--- config.mk ---
export PLATFORM = sky130hd
export DESIGN_NAME = memory_controller_flat
export DESIGN_NICKNAME = d
export VERILOG_FILES = /design/src/rtl/memory_controller_pkg.sv /design/src/rtl/memory_controller_if.sv /design/src/rtl/memory_controller.sv /design/src/flat_wrapper.sv
export SDC_FILE = /design/constraint.sdc
export NUM_CORES = 1
export LEC_CHECK = 0
export CORE_MARGIN = 2
export CORE_UTILIZATION = 49
export CTS_CLUSTER_DIAMETER = 100
export DETAILED_ROUTE_END_ITERATION = 10
export GPL_TIMING_DRIVEN = 0
export MAX_ROUTING_LAYER = met4
export PLACE_DENSITY = 0.81
export RECOVER_POWER = 25
export SYNTH_ARGS = -nofsm -noshare
export SYNTH_HDL_FRONTEND = slang
export SYNTH_SLANG_ARGS = --single-unit
--- constraint.sdc ---
create_clock -name clk_in -period 3 [get_ports clk_in]
set_input_delay 0.45 -clock clk_in [delete_from_list [all_inputs] [get_ports clk_in]]
set_output_delay 0.45 -clock clk_in [all_outputs]
set_load 0.005 [all_outputs]
--- src/rtl/memory_controller_pkg.sv ---
// Shared constants, types and helpers for the memory controller.
package memory_controller_pkg;

    // Width of the LSB slot tag that travels with each request.
    localparam int LSB_CAP_BIT = 4;

    // Access length encodings on lsb_len.
    localparam logic [1:0] LEN_BYTE = 2'b00;
    localparam logic [1:0] LEN_HALF = 2'b01;
    localparam logic [1:0] LEN_WORD = 2'b10;

    // addr[17:16] value that selects the memory-mapped IO (UART) region.
    localparam logic [1:0] IO_REGION = 2'b11;

    // Instruction fetches are always one full word.
    localparam logic [2:0] FETCH_BYTES = 3'd4;

    typedef enum logic [1:0] {
        ST_IDLE  = 2'b00,
        ST_READ  = 2'b01,
        ST_WRITE = 2'b10
    } state_t;

    typedef enum logic {
        GRANT_LSB = 1'b0,
        GRANT_IF  = 1'b1
    } grant_t;

    // Number of RAM bytes touched for a given access length.
    function automatic logic [2:0] byte_count(input logic [1:0] len);
        case (len)
            LEN_BYTE: return 3'd1;
            LEN_HALF: return 3'd2;
            default:  return 3'd4;
        endcase
    endfunction

endpackage

--- src/rtl/memory_controller_if.sv ---
// Bus bundle between the memory controller and its surroundings
// (load/store buffer, instruction fetch and the byte-wide RAM).
//
// Handshake: a requester raises lsb_req / if_req with its fields stable and
// keeps them until the controller grants it (the controller leaves IDLE in the
// cycle after the grant). lsb_busy is a combinational hint that an LSB request
// in this cycle will not be taken. Completion is a one-cycle strobe
// (lsb_finished / if_done) carrying the result in the same cycle; there is no
// back-pressure on the strobes. The RAM returns mem_din one cycle after mem_a.
interface memory_controller_if;
    import memory_controller_pkg::*;

    logic                   lsb_req;
    logic [LSB_CAP_BIT-1:0] lsb_pos;
    logic                   lsb_ls;
    logic [1:0]             lsb_len;
    logic [31:0]            lsb_addr;
    logic [31:0]            lsb_val;
    logic                   lsb_busy;
    logic                   lsb_finished;
    logic [31:0]            lsb_res;
    logic [LSB_CAP_BIT-1:0] lsb_res_pos;

    logic                   if_req;
    logic [31:0]            if_addr;
    logic                   if_done;
    logic [31:0]            if_data;

    logic [7:0]             mem_din;
    logic [7:0]             mem_dout;
    logic [31:0]            mem_a;
    logic                   mem_wr;

    // Environment side: LSB, fetch unit and RAM.
    modport master (
        output lsb_req, lsb_pos, lsb_ls, lsb_len, lsb_addr, lsb_val,
        output if_req, if_addr, mem_din,
        input  lsb_busy, lsb_finished, lsb_res, lsb_res_pos,
        input  if_done, if_data, mem_dout, mem_a, mem_wr
    );

    // Controller side.
    modport slave (
        input  lsb_req, lsb_pos, lsb_ls, lsb_len, lsb_addr, lsb_val,
        input  if_req, if_addr, mem_din,
        output lsb_busy, lsb_finished, lsb_res, lsb_res_pos,
        output if_done, if_data, mem_dout, mem_a, mem_wr
    );

endinterface

--- src/rtl/memory_controller.sv ---
// Byte-serial memory controller arbitrating between the load/store buffer and
// instruction fetch. Each transfer moves 1, 2 or 4 little-endian bytes over an
// 8-bit RAM port with one cycle of read latency.
module memory_controller
    import memory_controller_pkg::*;
(
    input  logic                clk_in,
    input  logic                rst_in,
    input  logic                rdy_in,
    input  logic                clear,
    input  logic                io_buffer_full,
    memory_controller_if.slave  bus,
    output state_t              state_dbg
);

    state_t                 state_q;
    state_t                 state_d;
    grant_t                 last_grant_q;
    grant_t                 owner_q;
    logic [31:0]            addr_q;
    logic [31:0]            val_q;
    logic [31:0]            data_q;
    logic [2:0]             n_q;
    logic [2:0]             k_q;
    logic [LSB_CAP_BIT-1:0] pos_q;
    logic                   squash_q;

    logic                   busy;
    logic                   can_grant;
    logic                   grant_if;
    logic                   grant_lsb;
    logic                   io_stall;
    logic                   rd_issue;
    logic                   wr_issue;
    logic                   rd_last;
    logic                   wr_last;
    logic [31:0]            byte_addr;
    logic [1:0]             rd_idx;
    logic [31:0]            rd_word;

    // Busy whenever a transfer is active or fetch has priority this round.
    assign busy         = (state_q != ST_IDLE) || (bus.if_req && (last_grant_q == GRANT_LSB));
    assign bus.lsb_busy = busy;

    assign can_grant = (state_q == ST_IDLE) && rdy_in && !clear;
    assign grant_if  = can_grant && bus.if_req && (!bus.lsb_req || (last_grant_q == GRANT_LSB));
    assign grant_lsb = can_grant && !grant_if && bus.lsb_req && !busy;

    // UART writes wait while its buffer is full; the byte index does not move.
    assign io_stall  = (state_q == ST_WRITE) && (addr_q[17:16] == IO_REGION) && io_buffer_full;
    assign byte_addr = addr_q + {29'd0, k_q};

    // Reads issue bytes for k=0..n-1 and spend one extra cycle (k=n) catching
    // the last returned byte; writes complete in exactly n issue cycles.
    assign rd_issue = (state_q == ST_READ) && (k_q < n_q);
    assign wr_issue = (state_q == ST_WRITE) && !io_stall;
    assign rd_last  = (state_q == ST_READ) && (k_q == n_q);
    assign wr_last  = wr_issue && (k_q == (n_q - 3'd1));

    // The byte on mem_din belongs to the address issued one cycle earlier.
    assign rd_idx = k_q[1:0] - 2'd1;

    // Current assembly word with the byte arriving this cycle merged in.
    always_comb begin
        rd_word = data_q;
        if (k_q != 3'd0) begin
            rd_word[{rd_idx, 3'b000} +: 8] = bus.mem_din;
        end
    end

    // RAM port drive; everything parks at zero when no byte is issued.
    always_comb begin
        bus.mem_a    = 32'd0;
        bus.mem_dout = 8'd0;
        bus.mem_wr   = 1'b0;
        if (rd_issue) begin
            bus.mem_a = byte_addr;
        end else if (wr_issue) begin
            bus.mem_a    = byte_addr;
            bus.mem_dout = val_q[{k_q[1:0], 3'b000} +: 8];
            bus.mem_wr   = rdy_in;
        end
    end

    // Next-state logic.
    always_comb begin
        state_d = state_q;
        case (state_q)
            ST_IDLE: begin
                if (grant_if) begin
                    state_d = ST_READ;
                end else if (grant_lsb) begin
                    state_d = bus.lsb_ls ? ST_WRITE : ST_READ;
                end
            end
            ST_READ: begin
                if (clear || rd_last) begin
                    state_d = ST_IDLE;
                end
            end
            ST_WRITE: begin
                if (wr_last) begin
                    state_d = ST_IDLE;
                end
            end
            default: state_d = ST_IDLE;
        endcase
    end

    // State register; a low rdy_in holds the machine where it is.
    always_ff @(posedge clk_in) begin
        if (rst_in) begin
            state_q <= ST_IDLE;
        end else if (rdy_in) begin
            state_q <= state_d;
        end
    end

    // Request latching, byte counting, data assembly and completion strobes.
    always_ff @(posedge clk_in) begin
        if (rst_in) begin
            last_grant_q     <= GRANT_LSB;
            owner_q          <= GRANT_LSB;
            addr_q           <= 32'd0;
            val_q            <= 32'd0;
            data_q           <= 32'd0;
            n_q              <= 3'd0;
            k_q              <= 3'd0;
            pos_q            <= '0;
            squash_q         <= 1'b0;
            bus.lsb_finished <= 1'b0;
            bus.lsb_res      <= 32'd0;
            bus.lsb_res_pos  <= '0;
            bus.if_done      <= 1'b0;
            bus.if_data      <= 32'd0;
        end else if (rdy_in) begin
            bus.lsb_finished <= 1'b0;
            bus.if_done      <= 1'b0;
            case (state_q)
                ST_IDLE: begin
                    k_q      <= 3'd0;
                    data_q   <= 32'd0;
                    squash_q <= 1'b0;
                    if (grant_if) begin
                        last_grant_q <= GRANT_IF;
                        owner_q      <= GRANT_IF;
                        addr_q       <= bus.if_addr;
                        n_q          <= FETCH_BYTES;
                    end else if (grant_lsb) begin
                        last_grant_q <= GRANT_LSB;
                        owner_q      <= GRANT_LSB;
                        addr_q       <= bus.lsb_addr;
                        val_q        <= bus.lsb_val;
                        n_q          <= byte_count(bus.lsb_len);
                        pos_q        <= bus.lsb_pos;
                    end
                end
                ST_READ: begin
                    if (clear) begin
                        k_q <= 3'd0;
                    end else begin
                        data_q <= rd_word;
                        if (rd_last) begin
                            k_q <= 3'd0;
                            if (owner_q == GRANT_IF) begin
                                bus.if_done <= 1'b1;
                                bus.if_data <= rd_word;
                            end else begin
                                bus.lsb_finished <= 1'b1;
                                bus.lsb_res      <= rd_word;
                                bus.lsb_res_pos  <= pos_q;
                            end
                        end else begin
                            k_q <= k_q + 3'd1;
                        end
                    end
                end
                ST_WRITE: begin
                    // A flushed store still reaches memory but is not reported.
                    if (clear) begin
                        squash_q <= 1'b1;
                    end
                    if (wr_issue) begin
                        if (wr_last) begin
                            k_q              <= 3'd0;
                            bus.lsb_finished <= !(squash_q || clear);
                        end else begin
                            k_q <= k_q + 3'd1;
                        end
                    end
                end
                default: k_q <= 3'd0;
            endcase
        end
    end

    assign state_dbg = state_q;

endmodule

--- src/flat_wrapper.sv ---
// flat-port wrapper written by rule: the top's interface ports become plain ports
module memory_controller_flat import memory_controller_pkg::*;
  (clk_in, rst_in, rdy_in, clear, io_buffer_full, state_dbg, bus_lsb_req, bus_lsb_pos, bus_lsb_ls, bus_lsb_len, bus_lsb_addr, bus_lsb_val, bus_if_req, bus_if_addr, bus_mem_din, bus_lsb_busy, bus_lsb_finished, bus_lsb_res, bus_lsb_res_pos, bus_if_done, bus_if_data, bus_mem_dout, bus_mem_a, bus_mem_wr);
  memory_controller_if bus_i ();
  input  logic clk_in;
  input  logic rst_in;
  input  logic rdy_in;
  input  logic clear;
  input  logic io_buffer_full;
  output state_t state_dbg;
  input wire logic [$bits(bus_i.lsb_req)-1:0] bus_lsb_req;
  input wire logic [$bits(bus_i.lsb_pos)-1:0] bus_lsb_pos;
  input wire logic [$bits(bus_i.lsb_ls)-1:0] bus_lsb_ls;
  input wire logic [$bits(bus_i.lsb_len)-1:0] bus_lsb_len;
  input wire logic [$bits(bus_i.lsb_addr)-1:0] bus_lsb_addr;
  input wire logic [$bits(bus_i.lsb_val)-1:0] bus_lsb_val;
  input wire logic [$bits(bus_i.if_req)-1:0] bus_if_req;
  input wire logic [$bits(bus_i.if_addr)-1:0] bus_if_addr;
  input wire logic [$bits(bus_i.mem_din)-1:0] bus_mem_din;
  output wire logic [$bits(bus_i.lsb_busy)-1:0] bus_lsb_busy;
  output wire logic [$bits(bus_i.lsb_finished)-1:0] bus_lsb_finished;
  output wire logic [$bits(bus_i.lsb_res)-1:0] bus_lsb_res;
  output wire logic [$bits(bus_i.lsb_res_pos)-1:0] bus_lsb_res_pos;
  output wire logic [$bits(bus_i.if_done)-1:0] bus_if_done;
  output wire logic [$bits(bus_i.if_data)-1:0] bus_if_data;
  output wire logic [$bits(bus_i.mem_dout)-1:0] bus_mem_dout;
  output wire logic [$bits(bus_i.mem_a)-1:0] bus_mem_a;
  output wire logic [$bits(bus_i.mem_wr)-1:0] bus_mem_wr;
  assign bus_i.lsb_req = bus_lsb_req;
  assign bus_i.lsb_pos = bus_lsb_pos;
  assign bus_i.lsb_ls = bus_lsb_ls;
  assign bus_i.lsb_len = bus_lsb_len;
  assign bus_i.lsb_addr = bus_lsb_addr;
  assign bus_i.lsb_val = bus_lsb_val;
  assign bus_i.if_req = bus_if_req;
  assign bus_i.if_addr = bus_if_addr;
  assign bus_i.mem_din = bus_mem_din;
  assign bus_lsb_busy = bus_i.lsb_busy;
  assign bus_lsb_finished = bus_i.lsb_finished;
  assign bus_lsb_res = bus_i.lsb_res;
  assign bus_lsb_res_pos = bus_i.lsb_res_pos;
  assign bus_if_done = bus_i.if_done;
  assign bus_if_data = bus_i.if_data;
  assign bus_mem_dout = bus_i.mem_dout;
  assign bus_mem_a = bus_i.mem_a;
  assign bus_mem_wr = bus_i.mem_wr;
  memory_controller u_core (.clk_in(clk_in), .rst_in(rst_in), .rdy_in(rdy_in), .clear(clear), .io_buffer_full(io_buffer_full), .bus(bus_i), .state_dbg(state_dbg));
endmodule
======== After elaboration in Yosys (flattened, before gate mapping) ========
Cells that the tools add are included.
W data, S select, Z words.
operators by class
  eq/ne operators ......................... 12
  shift operators ......................... 3
  reduce and logical (&&, ||, !) cells .... 39
  bitwise gates (word level) .............. 3
  muxes and demuxes ....................... 40
  magnitude comparators ................... 1
  add/sub/neg operators ................... 5
operators with widths
  cell                      count
  $mux W32                  6
  $pmux W32 S2              1
  $add A32 B3 Y32           1
  $bwmux W32                1
  $shift A8 B7 Y32 const A  1
  $shiftx A32 B6 Y8         1
  $shiftx A8 B7 Y32         1
  $mux W3                   6
  $mux W8                   2
  $logic_and A1 B1 Y1       14
  $mux W1                   14
  $pmux W3 S2               2
  $mux W2                   5
  $reduce_and A5 Y1         2
  $reduce_and A3 Y1         3
  $reduce_and A4 Y1         2
  $reduce_bool A2 Y1        4
  $neg A5 Y7                1
  $eq A3 B3 Y1              2
  $logic_not A1 Y1          6
  $ne A2 B2 Y1 const B      3
  $pmux W2 S3               1
  $eq A2 B1 Y1 const B      2
  $eq A2 B2 Y1 const B      2
  other kinds (12)          20
storage, ports and cells
  register bits after elaboration ......... 180
  input bits .............................. 118
  output and inout bits ................... 114
  logic and storage cells ................. 117

======== Depth between registers and ports, before layout ========
Gate-level depths: netlist (run 1).
  depth after elaboration ................. 12
  mapped depth ............................ 10
  depth with buffers taken out ............ 7

======== Worst setup path before layout (run 1) ========
Ideal clock, no wire load.
  kind .................................... reg2out
  start ................................... register u_core.k_q[0]
  end ..................................... output port bus_mem_a[16]
  path slack .............................. 0.515 ns
  cell stages (with the launch flop) ...... 8
  arrival ................................. 2.035 ns
  buffers on the path ..................... 1
  data required time ...................... 2.550 ns
  path through ............................ dfxtp_1 ha_1 fa_1 a21oi_1 or3_1 clkbuf_1 or3_1 a21oi_1
on the way
  word-level cells in the longest chain between the ends .. 3
  elaborated cells on any way between the ends .. 5
  classes of those cells .................. add/sub (1); order compare (1); mux (2); reduce/logical (1)
RTL lines
  item                                             line                                              text
  start, declared                                  memory_controller.sv:24                           logic [2:0] k_q;
  start signal, assigned                           memory_controller.sv:174                          k_q <= k_q + 3'd1;
  start signal, assigned                           memory_controller.sv:188                          k_q <= k_q + 3'd1;
  $add A32 B3 Y32 or $lt A3 B3 Y1 (tied branches)  memory_controller.sv:51, memory_controller.sv:55
  $mux W32 or $logic_and A1 B1 Y1 (tied branches)  memory_controller.sv:78, memory_controller.sv:55
  $mux W32 *                                       memory_controller.sv:76                           if (rd_issue) begin
  end, declared                                    flat_wrapper.sv:27                                output wire logic [$bits(bus_i.mem_a)-1:0] bus_mem_a;
Mark *: on every way between the ends. The rest lies on a longest branch, timed or not.

======== Worst setup path after layout (run 1) ========
  start ................................... register u_core.k_q[0]
  end ..................................... output port bus_mem_a[24]
The elaborated chain is that of the path after synthesis.

==> out/results.env, run 1 <==
GRT_PASS1_WL_UM=42100
LAYOUT.NETS=1413
GRT_PASS1_VIAS=8098
POSTSYNTHREGISTERBITS=180
CRIT_PATH_MAX_FANOUT=4
FAILED_CHECKS='negative setup slack'
CRIT_CHAIN='ha_4 > fa_2 > a21oi_4 > or3_4 > nor4_2 > xnor2_1 > nor2_1 > clkdlybuf4s50_1'
COMBINATIONAL_CELL_FRACTION_OF_TOTAL_POWER_PCT=10.8
DETAILEDPLACEMENTHPWL_UM=19400
FIN_CRIT_PS=3110
POWER_PER_CELL_AREA_nW_PER_UM2=454
SHARE_CLK_OF_TOTAL_POWER_PCT=42.8
TRITONCTS.NUM_BUFFERS=17
CLOCK_SKEW_PS=12.5
SHARE_SEQ_OF_TOTAL_POWER_PCT=46.4
POSTSYNTHNETCOUNT=1157
NUMBER_OF_ENABLE_FLIP_FLOP_CELLS_AFTER_SYNTHESIS=0
WORST-PATH-BUF-INV=1
DRV_SLEW=0
DR.PASS1.ITERS=5
GROUTE.USAGE.OVERALL_PCT=30.3
ASYNCSETRESETFLOPFRACSYNTH_PCT=0
FMAX_MHz=321
REQUIRED_PS=2550
NUMBER_OF_ANTENNA_VIOLATIONS_AT_THE_FIRST_CHECK_IN_GLOBAL_ROUTING=0
ROUTE.DETAILED.WL_PER_INST_UM=17.8
DIE_X_UM=135
RUN_STATUS='finished, violations left'
AVGSYNTHCELLAREA_UM2=8.23
CLOCK_SINKS=180
DETAILEDPLACE.WORSTSLACK_PS=-496
CORE_REGION_AREA_UM2=16700
MAPPEDNETLISTAREA_UM2=8410
GP_CONGESTION=0.886
POSTPLACECELLAREA_UM2=11000
HTREE_NUM_LEVELS=4
TYPE_OF_THE_WORST_SETUP_PATH='reg -> out'
MAX-VDD-IR-DROP_mV=0.455
POWER.STATIC_LEAKAGE_nW=4.35
FINALSETUPVIOLATIONS=20
PORTBUFFERS=230
DIE_H_UM=135
CRIT_SLOWEST_CELL='sky130_fd_sc_hd__clkdlybuf4s50_1'
FLOORPLAN.INITIALDENSITY_PCT=50.4
VIA_COUNT=8497
TOTALWIRELENGTH_UM=26900
HP-CLASS='reg -> reg'
FINAL_LAYOUT_SIZE_SUFFIX_GT1_SHARE_PCT=8.77
SYNTH_CELL_TYPE_COUNT=49
AREA_GROWTH_SYN_TO_LAYOUT_PCT=41.4
DOMINANTREGCELLSYNTH='sky130_fd_sc_hd__dfxtp_1'
CLK_PIN_SLEW_WORST_PATHS_PS=70
DIODES=0
WORST_SETUP_PATH_END_KIND='output pin'
MAX_SLEW_MARGIN_PCT=50.4
CTS_ROOT_BUFFER='sky130_fd_sc_hd__clkbuf_16'
CTS.PATH.MAX_BUFFERS=2
FLOORPLAN.DIE_AREA_UM2=18200
NUM_IO_PINS=232
FINALINSTANCEAREA_UM2=11900
REMAINING_DRC_ERRORS=0
ROWS=47
SYN-INSTANCE-COUNT=1022
FINAL_CRITICAL_PATH_SETUP_SLACK_PS=-113
POWER_REPORT.INTERNAL_TOTAL_mW=4.09
HOLD_BUFS_INSERTED_AFTER_CTS=0
MIN_PERIOD_OVER_PERIOD_PCT=104
FINAL_HOLD_VIOL_COUNT=0
CRITPATHTOPFAMILY='simple AND/OR/NAND/NOR gates'
POWER_SWITCHING_SHARE_PCT=24.3
WORSTMARGINPINSLEW_PS=743
SYNTH.YOSYS.WARNINGS=0
GRT_START_MAX_NET_PINS=17
POWER.SWITCHING_mW=1.31
GRT_OVERFLOW_TOTAL=0
CLOCK_LATENCY_PS=440
SYNTH_SEQ_AREA_SHARE_PCT=42.8
GRT_SETUP_UNREPAIRED='yes'
MAXCAPVIOLATIONS=0
CRITICAL_PATH.STARTPOINT_TYPE='register'
DETAIL_ROUTE.VIAS_PER_CELL=5.63
WORSTPATHARRIVAL_PS=2660
CRIT_PATH_MAX_INCR_DELAY_PS=520
CTS_TREE='yes'
DRT_ITER0_MARKERS=489
ROUTE.ANTENNA.REMAINING_NETS=0
per-stage QoR:
stage	instances	power, mW	setup TNS [ps]	util (%)	hold slack [ps]
floorplan	1022	2.80	0	-	433
global placement	1472	3.10	-14050	65.8	439
detailed placement	1472	3.11	-14880	65.8	446
CTS	1507	5.39	-1000	70.7	455
global route	1509	5.57	-3190	71.2	476
finish	1509	5.40	-1110	71.2	455
logic make-up after synthesis:
family	synth area share [%]
and+or+nand+nor	24.0
AOI/OAI and AO/OA	17.9
DFF	42.8
buffers and inverters	4.75
muxes	4.78
xor gates and xnor gates	3.09
adders and majority gates	2.62
state kept, by name, indices dropped and copies added, names as in the netlist:
| signal | cells |
|---|---|
| u_core.n_q | 3 |
| u_core.val_q | 32 |
| u_core.bus.lsb_res | 32 |
| u_core.bus.lsb_finished | 1 |
| u_core.k_q | 3 |
| u_core.bus.if_data | 32 |
| u_core.last_grant_q | 1 |
| u_core.addr_q | 32 |
| u_core.pos_q | 4 |
| u_core.state_dbg | 2 |
| u_core.data_q | 32 |
| u_core.bus.lsb_res_pos | 4 |
| u_core.bus.if_done | 1 |
| u_core.squash_q | 1 |
power groups by stage:
| stage | combinational (mW) | clock (mW) | sequential (mW) |
|---|---|---|---|
| global placement | 0.544 | 0 | 2.56 |
| CTS | 0.573 | 2.31 | 2.50 |
| global route | 0.630 | 2.42 | 2.51 |
| detailed placement | 0.551 | 0 | 2.56 |
| finish | 0.583 | 2.31 | 2.51 |
| floorplan | 0.254 | 0 | 2.55 |
synth_stat cells, drive strengths merged, types with 2 or more instances:
cell,number,area share (%)
o31ai,2,0.18
nor4,9,0.82
a31oi,3,0.22
or3,5,0.37
a2bb2oi,17,1.8
nand4,14,1.4
a21boi,3,0.27
nor3b,2,0.18
xnor2,17,1.8
nor2,168,7.5
nand3,7,0.42
nor3,15,1.1
xor2,10,1.0
and4,4,0.48
a32oi,7,0.73
and2,5,0.37
a22oi,8,0.71
a21oi,51,3.0
and3,11,0.82
ha,16,2.4
nor2b,22,1.6
mux4,8,2.1
o21ai,24,1.4
buf,20,1.3
or2,2,0.15
inv,17,0.76
nand2b,11,0.82
dfxtp,180,43
a21o,2,0.18
mux2i,21,2.5
a311oi,33,3.4
nand2,177,7.9
clkbuf,61,2.7
a211oi,64,5.7
area by class of cell:
class                   instances  area [µm²]
fillers                      1316        4810
multi-input cells             744        4580
flip-flops and latches        180        3620
repair buffers                238        2370
clock buffers                  19         453
plain buffers                  80         379
well taps                     220         275
clock inverters                11         151
inverters                      17        66.3
routing by layer:
metal,track usage (%),part of all wire (%),vias up,wire length [µm]
met1,38.2,42,3978,11200
li1,-,-,4070,-
met5,-,0,-,0
met4,9.43,2.2,0,586
met2,49.5,49,404,13000
met3,5.78,7.7,45,2070
cells in the final DEF, fill, tap and decap left out, types with 18 or more instances in the layout:
master	count
sky130_fd_sc_hd__nand2_1	176
sky130_fd_sc_hd__dfxtp_1	176
sky130_fd_sc_hd__dlygate4sd3_1	67
sky130_fd_sc_hd__a311oi_1	33
sky130_fd_sc_hd__nor2b_1	22
sky130_fd_sc_hd__clkdlybuf4s50_1	151
sky130_fd_sc_hd__a211oi_1	64
sky130_fd_sc_hd__clkbuf_1	53
sky130_fd_sc_hd__buf_2	18
sky130_fd_sc_hd__mux2i_1	21
sky130_fd_sc_hd__nor2_1	166
sky130_fd_sc_hd__a21oi_1	48
path summary, 6_finish.rpt:
| kind | startpoint | end | slack [ps] | cells after the start |
|---|---|---|---|---|
| worst max-delay path | u_core.k_q[0]$_SDFFE_PP0P_ | bus_mem_a[24] | -110 | 8 |
| worst min-delay path | u_core.val_q[11]$_SDFFE_PP0P_ | u_core.val_q[11]$_SDFFE_PP0P_ | 450 | 2 |
| worst min register to register | u_core.val_q[11]$_SDFFE_PP0P_ | u_core.val_q[11]$_SDFFE_PP0P_ | 450 | 2 |
| worst max register to register | u_core.k_q[1]$_SDFFE_PP0P_ | u_core.data_q[6]$_SDFFE_PP0P_ | 410 | 10 |
worst reg2reg max path, delay by kind of cell, from the launching register on:
family	cells	cell delay, ps
buffers and inverters	4	860
AOI/OAI and AO/OA	2	570
and+or+nand+nor	3	430
DFF	1	410
adders and majority gates	1	190
timing repair:
action | 4_1_cts | 5_1_grt
pin swaps | 5 | 4
endpoints found under the setup margin | 55 | 40
cloned | 1 | 0
setup buffers | 5 | 2
resized for setup | 51 | 30
(Power assumes the default switching activity.)
==> run 2: changes to the inputs <==
--- a/config.mk
+++ b/config.mk
@@ -13,6 +13,7 @@
 export MAX_ROUTING_LAYER = met4
 export PLACE_DENSITY = 0.81
 export RECOVER_POWER = 25
+export SKIP_CTS_REPAIR_TIMING = 1
 export SYNTH_ARGS = -nofsm -noshare
 export SYNTH_HDL_FRONTEND = slang
 export SYNTH_SLANG_ARGS = --single-unit
==> run 2 against run 1 <==
The flow still finishes with violations (negative setup slack). Count of clock-buffer cells in the layout is the same. Sequential power is essentially flat. First-iteration DRC count grew 14%. Largest power group unchanged. Highest routed layer unchanged.
==> out/results.env, run 2 (synthesis gave the netlist of run 1 again) <==
RUN_STATUS='finished, violations left'
FAILED_CHECKS='negative setup slack'
AREA_GROWTH_SYN_TO_LAYOUT_PCT=41.1
N_FILL_CELL=1321
GRT_OVERFLOW_TOTAL=0
POWER_SWITCHING_SHARE_PCT=24.3
REG2REG_SETUP_SLACK_PS=400
POWER.TOTAL_mW=5.39
HOLDCRITSTARTPOINT='u_core.val_q[11]$_SDFFE_PP0P_'
MAX_SLEW_MARGIN_PCT=53.1
MAX-VDD-IR-DROP_mV=0.436
TRITONCTS.NUM_BUFFERS=17
SETUP_TOTAL_NEGATIVE_SLACK_PS=-1370
CLOCK_LATENCY_PS=440
GLOBALROUTE.BUSIESTLAYER='met2'
DIE_X_UM=135
CTS.PATH.MAX_BUFFERS=2
TOTALWIRELENGTH_UM=26700
CLK_PIN_SLEW_WORST_PATHS_PS=70
DR.PASS1.ITERS=5
CLOCK_SINKS=180
NUMBER_OF_ANTENNA_VIOLATIONS_AT_THE_FIRST_CHECK_IN_GLOBAL_ROUTING=0
DRV_SLEW=0
GROUTE.USAGE.OVERALL_PCT=29.8
ROUTE.DETAILED.WL_PER_INST_UM=17.7
REG2REGPATHDEPTH=8
REQUIRED_PS=2550
MOST_FREQUENT_STANDARD_CELL_IN_THE_LAYOUT_EXCLUDING_FILL_AND_TAP_CELLS='sky130_fd_sc_hd__nand2_1'
DRT_ITER0_MARKERS=559
GP_CONGESTION=0.886
GRT_PASS1_VIAS=7941
DIODES=0
HP-CLASS='reg -> reg'
DIE_H_UM=135
DETAILEDPLACE.WORSTSLACK_PS=-496
FINAL_LAYOUT_SIZE_SUFFIX_GT1_SHARE_PCT=8.54
FLOORPLAN.DIE_AREA_UM2=18200
FMAX_MHz=313
COMBINATIONAL_CELL_FRACTION_OF_TOTAL_POWER_PCT=10.7
POWER.STATIC_LEAKAGE_nW=4.50
TYPE_OF_THE_WORST_SETUP_PATH='reg -> out'
MIN_TO='u_core.val_q[11]$_SDFFE_PP0P_'
MIN_PERIOD_OVER_PERIOD_PCT=107
ROUTE.ANTENNA.REMAINING_NETS=0
RR_ENDPOINT='u_core.bus.if_data[0]$_SDFFE_PP0P_'
FIN_CRIT_PS=3200
POWER_PER_CELL_AREA_nW_PER_UM2=454
CTS_ROOT_BUFFER='sky130_fd_sc_hd__clkbuf_16'
GRT_SETUP_UNREPAIRED='yes'
HOLD-PATH-CELL-COUNT=2
GRT_START_MAX_NET_PINS=17
GRT_PASS1_WL_UM=41400
CRIT_PATH_MAX_FANOUT=6
CLOCK_SKEW_PS=12.4
POWER_REPORT.INTERNAL_TOTAL_mW=4.08
WORSTPATHARRIVAL_PS=2750
VIA_COUNT=8439
SHARE_CLK_OF_TOTAL_POWER_PCT=42.8
CTS_TREE='yes'
CORE_REGION_AREA_UM2=16700
MET2_USAGE_PCT=48.4
DETAIL_ROUTE.VIAS_PER_CELL=5.60
REMAINING_DRC_ERRORS=0
HTREE_NUM_LEVELS=4
GLOBALROUTEMET1UTIL_PCT=37.8
REG2REG_FROM='u_core.k_q[1]$_SDFFE_PP0P_'
LAYOUT.NETS=1412
WORST_SETUP_PATH_END_KIND='output pin'
CRITICAL_PATH.STARTPOINT_TYPE='register'
WORSTMARGINPINSLEW_PS=703
TOP_LIBRARY_CELLS_BY_USAGE_IN_THE_LAYOUT_FILL_AND_TAPS_ASIDE='176 x sky130_fd_sc_hd__nand2_1, 175 x sky130_fd_sc_hd__dfxtp_1, 166 x sky130_fd_sc_hd__nor2_1, 143 x sky130_fd_sc_hd__clkdlybuf4s50_1, 69 x sky130_fd_sc_hd__dlygate4sd3_1'
ROWS=47
FIN_HOLD_WS_PS=454
NUM_IO_PINS=232
FINALSETUPVIOLATIONS=12
FINAL_CRITICAL_PATH_SETUP_SLACK_PS=-197
POWER.SWITCHING_mW=1.31
SHARE_SEQ_OF_TOTAL_POWER_PCT=46.5
FINAL_HOLD_VIOL_COUNT=0
LAYOUT.CORE_UTILIZATION_PCT=71.1
MAXCAPVIOLATIONS=0
PORTBUFFERS=230
DETAILEDPLACEMENTHPWL_UM=19400
GLOBAL_ROUTE.USAGE.MET3_PCT=5.93
FLOORPLAN.INITIALDENSITY_PCT=50.4
run 2: power groups by stage:
stage / sequential, mW / clock [mW] / combinational [mW]
floorplan: 2.55 / 0 / 0.254
CTS: 2.51 / 2.31 / 0.555
detailed placement: 2.56 / 0 / 0.551
finish: 2.51 / 2.31 / 0.575
global placement: 2.56 / 0 / 0.544
global route: 2.51 / 2.43 / 0.621
run 2: metrics by stage:
stage                     instances  instance area [µm²]
after floorplan                1022                 8410
after global placement         1472                11000
after detailed placement       1472                11000
after CTS                      1502                11600
after global routing           1508                11900
final                          1508                11900
run 2: how the worst max path moves through the flow:
stage	cells past startpoint	slack (ps)	from	endpoint
floorplan	7	520	u_core.k_q[0]$_SDFFE_PP0P_	bus_mem_a[16]
global placement	9	-490	u_core.k_q[0]$_SDFFE_PP0P_	bus_mem_a[30]
detailed placement	9	-500	u_core.k_q[0]$_SDFFE_PP0P_	bus_mem_a[30]
CTS	9	-970	u_core.k_q[0]$_SDFFE_PP0P_	bus_mem_a[30]
global route	8	-300	u_core.k_q[0]$_SDFFE_PP0P_	bus_mem_a[28]
finish	8	-200	u_core.k_q[0]$_SDFFE_PP0P_	bus_mem_a[20]
run 2: final cells by class:
class / instances / area (µm²) / area share, %
inverter: 17 / 66.3 / 0.559
sequential: 180 / 3620 / 30.5
clock buffer: 19 / 453 / 3.82
clock inverter: 11 / 151 / 1.28
multi-input combinational: 744 / 4550 / 38.3
timing repair buffer: 237 / 2390 / 20.1
tap: 220 / 275 / 2.32
buffer: 80 / 368 / 3.10
run 2: layer usage:
metal  routed length (µm)  up-vias
li1                     -     4080
met1                11100     3938
met2                13000      371
met3                 2010       50
met4                  564        0
met5                    0        -
run 2: worst max-delay path, stage by stage, from the launching register on:
cell,delay [ps]
sky130_fd_sc_hd__dfxtp_4,380
sky130_fd_sc_hd__ha_2,210
sky130_fd_sc_hd__fa_2,390
sky130_fd_sc_hd__a21oi_2,200
sky130_fd_sc_hd__nor3_2,110
sky130_fd_sc_hd__and4_1,230
sky130_fd_sc_hd__xnor2_1,120
sky130_fd_sc_hd__nor2_1,140
sky130_fd_sc_hd__clkdlybuf4s50_1,530
